<file path="src/rtl/cbus_pkg.sv">
// Shared CBus types and constants: request/response structs, burst and size
// encodings, and the arbiter state enum.
package cbus_pkg;

  typedef struct packed {
    logic        valid;
    logic [63:0] addr;
    logic [2:0]  size;
    logic [7:0]  len;
    logic [1:0]  burst;
    logic [7:0]  wstrobe;
    logic [63:0] wdata;
  } cbus_req_t;

  typedef struct packed {
    logic        ready;
    logic        last;
    logic [63:0] rdata;
  } cbus_resp_t;

  localparam logic [1:0] AXI_BURST_FIXED = 2'b00;
  localparam logic [1:0] AXI_BURST_INCR  = 2'b01;
  localparam logic [1:0] AXI_BURST_WRAP  = 2'b10;

  localparam logic [2:0] MSIZE1 = 3'b000;
  localparam logic [2:0] MSIZE2 = 3'b001;
  localparam logic [2:0] MSIZE4 = 3'b010;
  localparam logic [2:0] MSIZE8 = 3'b011;

  typedef enum logic [1:0] {
    ARB_IDLE   = 2'b00,
    ARB_BUSY_I = 2'b01,
    ARB_BUSY_D = 2'b10
  } arb_state_t;

endpackage

</file>
<file path="src/rtl/cbus_arbiter.sv">
// Merges the instruction and data CBus masters onto one crossbar port.
// One transaction per grant; grant is held until the last response beat.
module cbus_arbiter
  import cbus_pkg::*;
#(
  parameter logic FAIR        = 1'b1,
  parameter logic INIT_LAST_I = 1'b1
) (
  input  logic       clk,
  input  logic       reset,
  input  cbus_req_t  ireq,
  output cbus_resp_t iresp,
  input  cbus_req_t  dreq,
  output cbus_resp_t dresp,
  output cbus_req_t  oreq,
  input  cbus_resp_t oresp
);

  arb_state_t state;
  arb_state_t state_n;
  logic       last_grant;
  logic       last_grant_n;

  // Grant choice while idle; ties go to D unless round-robin says I is due.
  function automatic arb_state_t pick(input logic ivalid, input logic dvalid,
                                      input logic last_i);
    arb_state_t g;
    g = ARB_IDLE;
    if (ivalid && dvalid) begin
      g = (FAIR && !last_i) ? ARB_BUSY_I : ARB_BUSY_D;
    end else if (ivalid) begin
      g = ARB_BUSY_I;
    end else if (dvalid) begin
      g = ARB_BUSY_D;
    end
    return g;
  endfunction

  always_ff @(posedge clk) begin
    if (reset) begin
      state      <= ARB_IDLE;
      last_grant <= INIT_LAST_I;
    end else begin
      state      <= state_n;
      last_grant <= last_grant_n;
    end
  end

  // Outputs depend only on state and the requests/response passed through,
  // so there is no path from oresp back into oreq.
  always_comb begin
    state_n      = state;
    last_grant_n = last_grant;
    oreq         = '0;
    iresp        = '0;
    dresp        = '0;
    case (state)
      ARB_IDLE: begin
        state_n = pick(ireq.valid, dreq.valid, last_grant);
        if (state_n != ARB_IDLE) begin
          last_grant_n = (state_n == ARB_BUSY_I);
        end
      end
      ARB_BUSY_I: begin
        oreq  = ireq;
        iresp = oresp;
        if ((oresp.ready && oresp.last) || !ireq.valid) begin
          state_n = ARB_IDLE;
        end
      end
      ARB_BUSY_D: begin
        oreq  = dreq;
        dresp = oresp;
        if ((oresp.ready && oresp.last) || !dreq.valid) begin
          state_n = ARB_IDLE;
        end
      end
      default: state_n = ARB_IDLE;
    endcase
  end

endmodule

</file>
<file path="config.mk">
export PLATFORM = sky130hd
export DESIGN_NAME = cbus_arbiter
export DESIGN_NICKNAME = d
export VERILOG_FILES = /design/src/rtl/cbus_pkg.sv /design/src/rtl/cbus_arbiter.sv
export SDC_FILE = /design/constraint.sdc
export NUM_CORES = 1
export LEC_CHECK = 0
export CAP_MARGIN = 20
export CELL_PAD_IN_SITES_DETAIL_PLACEMENT = 0
export CELL_PAD_IN_SITES_GLOBAL_PLACEMENT = 1
export CORE_AREA = 2 2 253 255
export CTS_BUF_LIST = sky130_fd_sc_hd__clkbuf_4
export DETAILED_ROUTE_END_ITERATION = 10
export DIE_AREA = 0 0 255 257
export GPL_TIMING_DRIVEN = 0
export PLACE_DENSITY = 0.52
export REMOVE_ABC_BUFFERS = 1
export SETUP_SLACK_MARGIN = 0.5
export SLEW_MARGIN = 20
export SYNTH_ARGS = -nofsm -noshare
export SYNTH_HDL_FRONTEND = slang
export SYNTH_SLANG_ARGS = --single-unit
</file>
<file path="constraint.sdc">
create_clock -name clk -period 1.95 [get_ports clk]
set_input_delay 0.4875 -clock clk [delete_from_list [all_inputs] [get_ports clk]]
set_output_delay 0.4875 -clock clk [all_outputs]
set_load 0.02 [all_outputs]
</file>
Yosys cells after proc, flatten, opt, wreduce, memory -nomap -nowiden
Index checks and enable logic that the tools add are counted.
{"block": "op_classes", "div_mod_pow": 0, "n_addsub": 0, "n_mul": 0, "n_eq_ne": 5, "n_mux": 11, "n_reduce_logical": 10, "n_shift": 0, "bitwise": 0, "magnitude_cmp": 0}
{"cell": "$pmux W150 S2", "n": 1}
{"cell": "$mux W66", "n": 2}
{"cell": "$mux W2", "n": 7}
{"cell": "$pmux W2 S3", "n": 1}
{"cell": "$eq A2 B1 Y1 const B", "n": 2}
{"cell": "$ne A2 B2 Y1 const B", "n": 2}
{"cell": "$reduce_and A2 Y1", "n": 2}
{"cell": "$eq A2 B2 Y1 const B", "n": 1}
{"cell": "$logic_and A1 B1 Y1", "n": 2}
{"cell": "$logic_not A1 Y1", "n": 2}
{"cell": "$logic_not A2 Y1", "n": 1}
{"cell": "$logic_or A1 B1 Y1", "n": 2}
{"cell": "$reduce_bool A2 Y1", "n": 1}
{"block": "word_totals", "in_bits": 368, "regBits": 3, "elab_cells": 28, "memories": 0, "latchBits": 0, "output_inout_bits": 282, "rom_bits": 0, "mem_bits_rw": 0}

Depth between registers and ports, before layout
Gate-level depths: netlist (run 1).
{"block": "depth", "depth_word": 6, "depth_mapped": 7, "ltp_nobuf": 5}

Least setup slack after synthesis (run 1)
Ideal clock, no wire load.
{"block": "synth_timing", "path_kind": "register -> output", "start": "register state[0]", "end": "output oreq[100] (netlist name)", "setup_slack_ps": 0, "stages_incl_launch_ff": 6, "n_path_buf": 2, "t_arrival_ps": 1463, "t_required_ps": 1462, "cell_sequence": "dfxtp_1 -> inv_1 -> ha_1 -> buf_2 -> clkbuf_1 -> nor2b_1"}
{"item": "start: declaration", "line_no": "cbus_arbiter.sv:19", "text": "arb_state_t state;"}
{"item": "start signal: assignment", "line_no": "cbus_arbiter.sv:44", "text": "state <= state_n;"}
{"item": "end: declaration", "line_no": "cbus_arbiter.sv:15", "text": "output cbus_req_t oreq,"}

==> results.yml, run 1 <==
run_status:
  outcome: "complete, but fails checks"
  violations: "setup timing"
placed_design:
  place_congestion: 0.754
  dp.cells: 1954
  dp_hpwl_microns: 25000
  numPortBuffers: 649
  place_area_sq_mm: 0.0109
power:
  combPwrFrac_pct: 95.2
  power_frac_seq_pct: 1.8
  internal_power_mw: 2.38
  p_switching_mw: 1.81
  vdd_drop_max_mv: 0.121
  power_frac_clock_pct: 3.0
  leakage_nw: 5.04
  switching_share_pct: 43.1
  p_per_area_mw_per_mm2: 320
grt:
  grt_usage_pct: 10.5
  grt-ovfl-total: 0
  grt_start_max_net_pins: 44
  grt_pass1_vias: 6947
  grt_pass1_wl_microns: 49300
  antenna_found_initial: 12
timing:
  slew_viol_final: 0
  relSlewSlack_pct: 78.0
  setup_viol: 263
  tightest_slew_ns: 0.329
  finalClockSkew_ns: 0.00159
  fin_crit_sh_pct: 118
  max_freq_ghz: 0.433
  rsz0062_at_grt: "yes"
  fin_ws_ns: -0.359
  fin_crit_ns: 2.31
  finalHoldViolations: 0
worst_setup_path:
  cpMostUsedCell: "buf_16"
  critical_path_arrival_ns: 1.82
  regToRegSetupSlack_ns: 0.05
  crit_path_end_kind: "output port"
  worst_ep_required_time_ns: 1.46
  startpoint_type: "flop"
  rr_endpoint: "state[1]"
  r2r_cells: 8
  cp_cell_sequence: "inv_4 > ha_4 > buf_16 > buf_8 > buf_16 > a22oi_2 > nor2b_2 > buf_6"
  worstSetupPathType: "flop to output port"
  crit_fanout: 8
  crit_end: "oreq[31]"
  max_stage_delay_ns: 0.35
  cp_slowest_cell: "dfxtp_4"
  r2r_start: "state[0]"
  worstSetupStartpoint: "state[1]"
worst_hold_path:
  hold_path.class: "flop to flop"
  hold_depth: 1
yosys:
  yosysWarnings: 0
  synth_area_per_cell_sq_um: 6.51
  synth_area_sq_mm: 0.00336
  yosysSeqAreaShare_pct: 1.79
  synth_cells: 516
  synth_cell_type_count: 18
  ys_ff_latch: 3
detailed_routing:
  vias_per_cell: 3.44
  drc_errors: 0
  met3WireLength_microns: 2990
  wl_per_cell_microns: 21.9
  postRouteWirelength_microns: 45500
  drt.antenna.violating_nets: 0
  num_vias: 7148
  met1_length_microns: 16900
  highest_layer: "met5"
  wl_met2_microns: 23600
  drtIter0Drc: 315
  first_pass_iters: 4
clock_tree:
  holdBufCountCts: 0
  cts_tree: "done"
  clock_sinks: 3
  cts_max_path_buffers: 2
  cts_buffers: 3
  htree_levels: 1
  clock_latency_ns: 0.23
  path_clk_slew_ns: 0.04
  root_buffer: "clkbuf_4"
cells_and_area:
  final_common_cell: "clkdlybuf4s50_1"
  finalNonFillerCells: 2079
  fin_area_sq_mm: 0.0131
  syn_to_final_growth_pct: 289
  layout_common_cells: "clkdlybuf4s50_1 (367), buf_4 (184), nor2b_1 (127), buf_6 (97), a22oi_2 (80)"
  drive_above_1_share_pct: 47.3
  nNetsFinal: 1601
floorplan:
  die_x_microns: 255
  die_h_microns: 257
  core-area_sq_mm: 0.0627
  num_rows: 92
  die_area_sq_mm: 0.0655
  io_pins: 650
  initial_core_util_pct: 5.36
job:
  maxCapViolations: 0
[routing by layer]
layer,global-route usage [%],vias to the layer above
met5,0,-
met4,3.65,2
met3,1.85,62
met2,20.3,470
met1,11.1,3351
li1,-,3263
[cell families after synthesis]
family / count (synthesis) / synth area share, %
AO/OA/AOI/OAI: 155 / 34.9
flip-flops: 3 / 1.79
buffers and inverters: 66 / 8.72
adder cells (fa/ha/maj): 3 / 1.12
AND/OR/NAND/NOR: 289 / 53.4
[timing repair]
item,CTS,global route
gates resized for setup,830,827
cloned,22,26
setup buffers,25,44
setup endpoints to repair,284,284
pin swaps,8,13
[through the flow]
step / hold slack [ns] / utilization [%] / TNS (ns) / power [mW] / setup slack (ns)
3_3_place_gp: 0.496 / 16.9 / -1680.29 / 2.72 / -7.02
6_report: 0.557 / 20.8 / -52.53 / 4.19 / -0.359
5_1_grt: 0.582 / 20.8 / -74.48 / 4.39 / -0.430
2_1_floorplan: 0.483 / - / -806.24 / 1.12 / -3.03
3_5_place_dp: 0.531 / 17.3 / -204.25 / 2.68 / -1.23
4_1_cts: 0.540 / 18.7 / -87.39 / 3.42 / -0.425
[sequential cells by signal (all words and copies together), names as in the netlist]
register,cells
last_grant,1
state,2
[cell usage after synthesis (all sizes together)]
| master | number | area (sq um) |
|---|---|---|
| a221oi | 1 | 8.76 |
| o31ai | 1 | 7.51 |
| clkbuf | 33 | 124 |
| a22o | 1 | 8.76 |
| a22oi | 149 | 1120 |
| o21ba | 1 | 10.0 |
| and2 | 133 | 832 |
| nor2b | 150 | 938 |
| and3 | 1 | 6.26 |
| nand2 | 4 | 15.0 |
| inv | 2 | 7.51 |
| a211o | 1 | 8.76 |
| buf | 31 | 161 |
| ha | 3 | 37.5 |
| a2111o | 1 | 11.3 |
| dfxtp | 3 | 60.1 |
| nor2 | 1 | 3.75 |
[worst min path at each step]
| stage | start | to | slack [ns] |
|---|---|---|---|
| final | last_grant | last_grant | 0.56 |
| after global routing | last_grant | last_grant | 0.58 |
| after CTS | last_grant | last_grant | 0.54 |
| after detailed placement | last_grant | last_grant | 0.53 |
| after global placement | last_grant | last_grant | 0.50 |
| after floorplan | last_grant | last_grant | 0.48 |
[area by class of cell]
| type | instances | area [sq um] |
|---|---|---|
| antenna | 4 | 10.0 |
| clock buffer | 4 | 30.0 |
| fill | 6995 | 49700 |
| inverter | 2 | 12.5 |
| multi-input combinational | 447 | 3710 |
| sequential | 3 | 67.6 |
| tap | 846 | 1060 |
| timing repair buffer | 773 | 8190 |
[power groups by stage]
| stage | Sequential, mW | Combinational (mW) | Clock (mW) |
|---|---|---|---|
| floorplan | 0.0719 | 1.05 | 0 |
| global placement | 0.0723 | 2.65 | 0 |
| detailed placement | 0.0745 | 2.60 | 0 |
| CTS | 0.0757 | 3.21 | 0.131 |
| global route | 0.0765 | 4.18 | 0.137 |
| finish | 0.0763 | 3.99 | 0.124 |
[worst max-delay path: cells and delay by family, from the launching register on]
kind / cells / cell delay [ns]
buffers and inverters: 5 / 0.69
adder cells (fa/ha/maj): 1 / 0.22
flip-flops: 1 / 0.35
AND/OR/NAND/NOR: 1 / 0.22
AO/OA/AOI/OAI: 1 / 0.08
Note: power is estimated with default switching activity, not from simulation.
==> run 2, diff against run 1 <==
Settings changed: CORE_AREA 2 2 253 255 to 3 3 254 256, DIE_AREA 0 0 255 257 to 0 0 257 259, SLEW_MARGIN 20 to unset.
==> results.yml, run 2 (synthesized netlist as in run 1, its figures left out) <==
run_status:
  outcome: "complete, but fails checks"
  violations: "setup timing"
power:
  switching_share_pct: 42.1
  vdd_drop_max_mv: 0.155
  p_switching_mw: 1.97
  power_frac_clock_pct: 2.7
  p_total_mw: 4.68
  internal_power_mw: 2.71
  combPwrFrac_pct: 95.7
  leakage_nw: 5.24
  p_per_area_mw_per_mm2: 332
  power_frac_seq_pct: 1.6
floorplan:
  io_pins: 650
  initial_core_util_pct: 5.36
  die_area_sq_mm: 0.0666
  num_rows: 92
  core-area_sq_mm: 0.0627
  die_h_microns: 259
  die_x_microns: 257
placed_design:
  place_congestion: 0.857
  numPortBuffers: 649
  dp.cells: 1952
  dp_hpwl_microns: 26600
cells_and_area:
  largest_registers: "state x2, last_grant x1"
  final_common_cell: "clkdlybuf4s50_1"
  final_util_pct: 22.5
  finalNonFillerCells: 2082
  nNetsFinal: 1604
  largest_reg_flops: 2
  fill_cells: 6866
  drive_above_1_share_pct: 51.3
  syn_to_final_growth_pct: 319
  largest-register: "state"
  layout_common_cells: "clkdlybuf4s50_1 (367), buf_4 (130), a22oi_2 (121), buf_6 (113), nor2b_1 (106)"
timing:
  finalClockSkew_ns: 0.00260
  tightest_slew_ns: 0.285
  fin_ws_ns: -0.344
  rsz0062_at_grt: "yes"
  fin_crit_sh_pct: 118
  finalHoldViolations: 0
  setup_viol: 282
  max_freq_ghz: 0.436
  fin_crit_ns: 2.29
  slew_viol_final: 0
  relSlewSlack_pct: 81.0
clock_tree:
  htree_levels: 1
  cts_max_path_buffers: 2
  cts_tree: "done"
  clock_latency_ns: 0.23
  cts_buffers: 3
  clock_sinks: 3
  root_buffer: "clkbuf_4"
  path_clk_slew_ns: 0.04
  holdBufCountCts: 0
grt:
  grt-ovfl-total: 0
  grt_busiest_layer: "met2"
  grt_pass1_wl_microns: 55800
  grt_start_max_net_pins: 45
  use_met3_pct: 3.17
  antenna_found_initial: 14
  met2_usage_pct: 21.3
  gr-usage-met1_pct: 12.6
  grt_pass1_vias: 7242
  grt_usage_pct: 11.7
detailed_routing:
  drt.antenna.violating_nets: 0
  wl_per_cell_microns: 23.1
  num_vias: 7306
  postRouteWirelength_microns: 48000
  first_pass_iters: 4
  vias_per_cell: 3.51
  drtIter0Drc: 338
  drc_errors: 0
worst_setup_path:
  worstSetupPathType: "flop to output port"
  r2r_start: "state[1]"
  startpoint_type: "flop"
  crit_family: "buffers and inverters"
  cp_num_buf_inv: 6
  max_stage_delay_ns: 0.36
  crit_fanout: 6
  cp_slowest_cell: "dfxtp_4"
  crit_path_end_kind: "output port"
  cp_cell_sequence: "inv_6 > ha_4 > buf_12 > buf_16 > buf_8 > buf_16 > a22oi_2 > nor2b_1 > buf_4"
  worst_ep_required_time_ns: 1.46
  worstSetupStartpoint: "state[1]"
  critical_path_arrival_ns: 1.81
  cpMostUsedCell: "buf_16"
worst_hold_path:
  hold_path.class: "flop to flop"
  min-delay-start: "last_grant"
job:
  maxCapViolations: 0
-- run 2: path summary, 6_finish.rpt --
kind / to / slack, ns / cells after the start
setup / recovery: oreq[124] / -0.34 / 9
hold reg to reg: last_grant / 0.52 / 1
hold / removal: last_grant / 0.52 / 1
setup reg to reg: state[1] / 0.22 / 7
-- run 2: stage by stage --
stage,hold WS (ns),instance area (sq um),worst slack (ns),TNS [ns]
2_1_floorplan,0.483,3070,-3.03,-806.24
3_3_place_gp,0.507,10600,-6.85,-1698.14
3_5_place_dp,0.511,10800,-1.27,-226.44
4_1_cts,0.520,12300,-0.384,-76.23
5_1_grt,0.550,14100,-0.404,-78.52
6_report,0.519,14100,-0.344,-61.06
-- run 2: final cells by class --
type	count	area [sq um]	area share (%)
sequential	3	67.6	0.480
clock buffer	4	30.0	0.213
multi-input combinational	447	4090	29.1
timing repair buffer	776	8810	62.6
inverter	2	15.0	0.107
antenna	4	10.0	0.0711
tap	846	1060	7.51
-- run 2: power by group through the flow --
stage          clock network (mW)  logic [mW]  registers (mW)
5_1_grt                     0.142        4.66          0.0759
6_report                    0.124        4.48          0.0752
4_1_cts                     0.130        3.65          0.0752
2_1_floorplan                   0        1.05          0.0719
3_3_place_gp                    0        2.67          0.0724
3_5_place_dp                    0        2.59          0.0743
-- run 2: repair_timing --
item | in CTS | in global routing
gates cloned | 30 | 27
setup buffers | 34 | 31
endpoints found under the hold margin | 0 | 0
gates resized for setup | 1047 | 666
pin swaps | 6 | 14
endpoints found under the setup margin | 284 | 284
-- run 2: metal layers --
| layer | up-vias | share of wire, % |
|---|---|---|
| met1 | 3478 | 38 |
| met5 | - | 0.056 |
| met4 | 4 | 4.5 |
| li1 | 3259 | - |
| met3 | 72 | 7.9 |
| met2 | 493 | 49 |
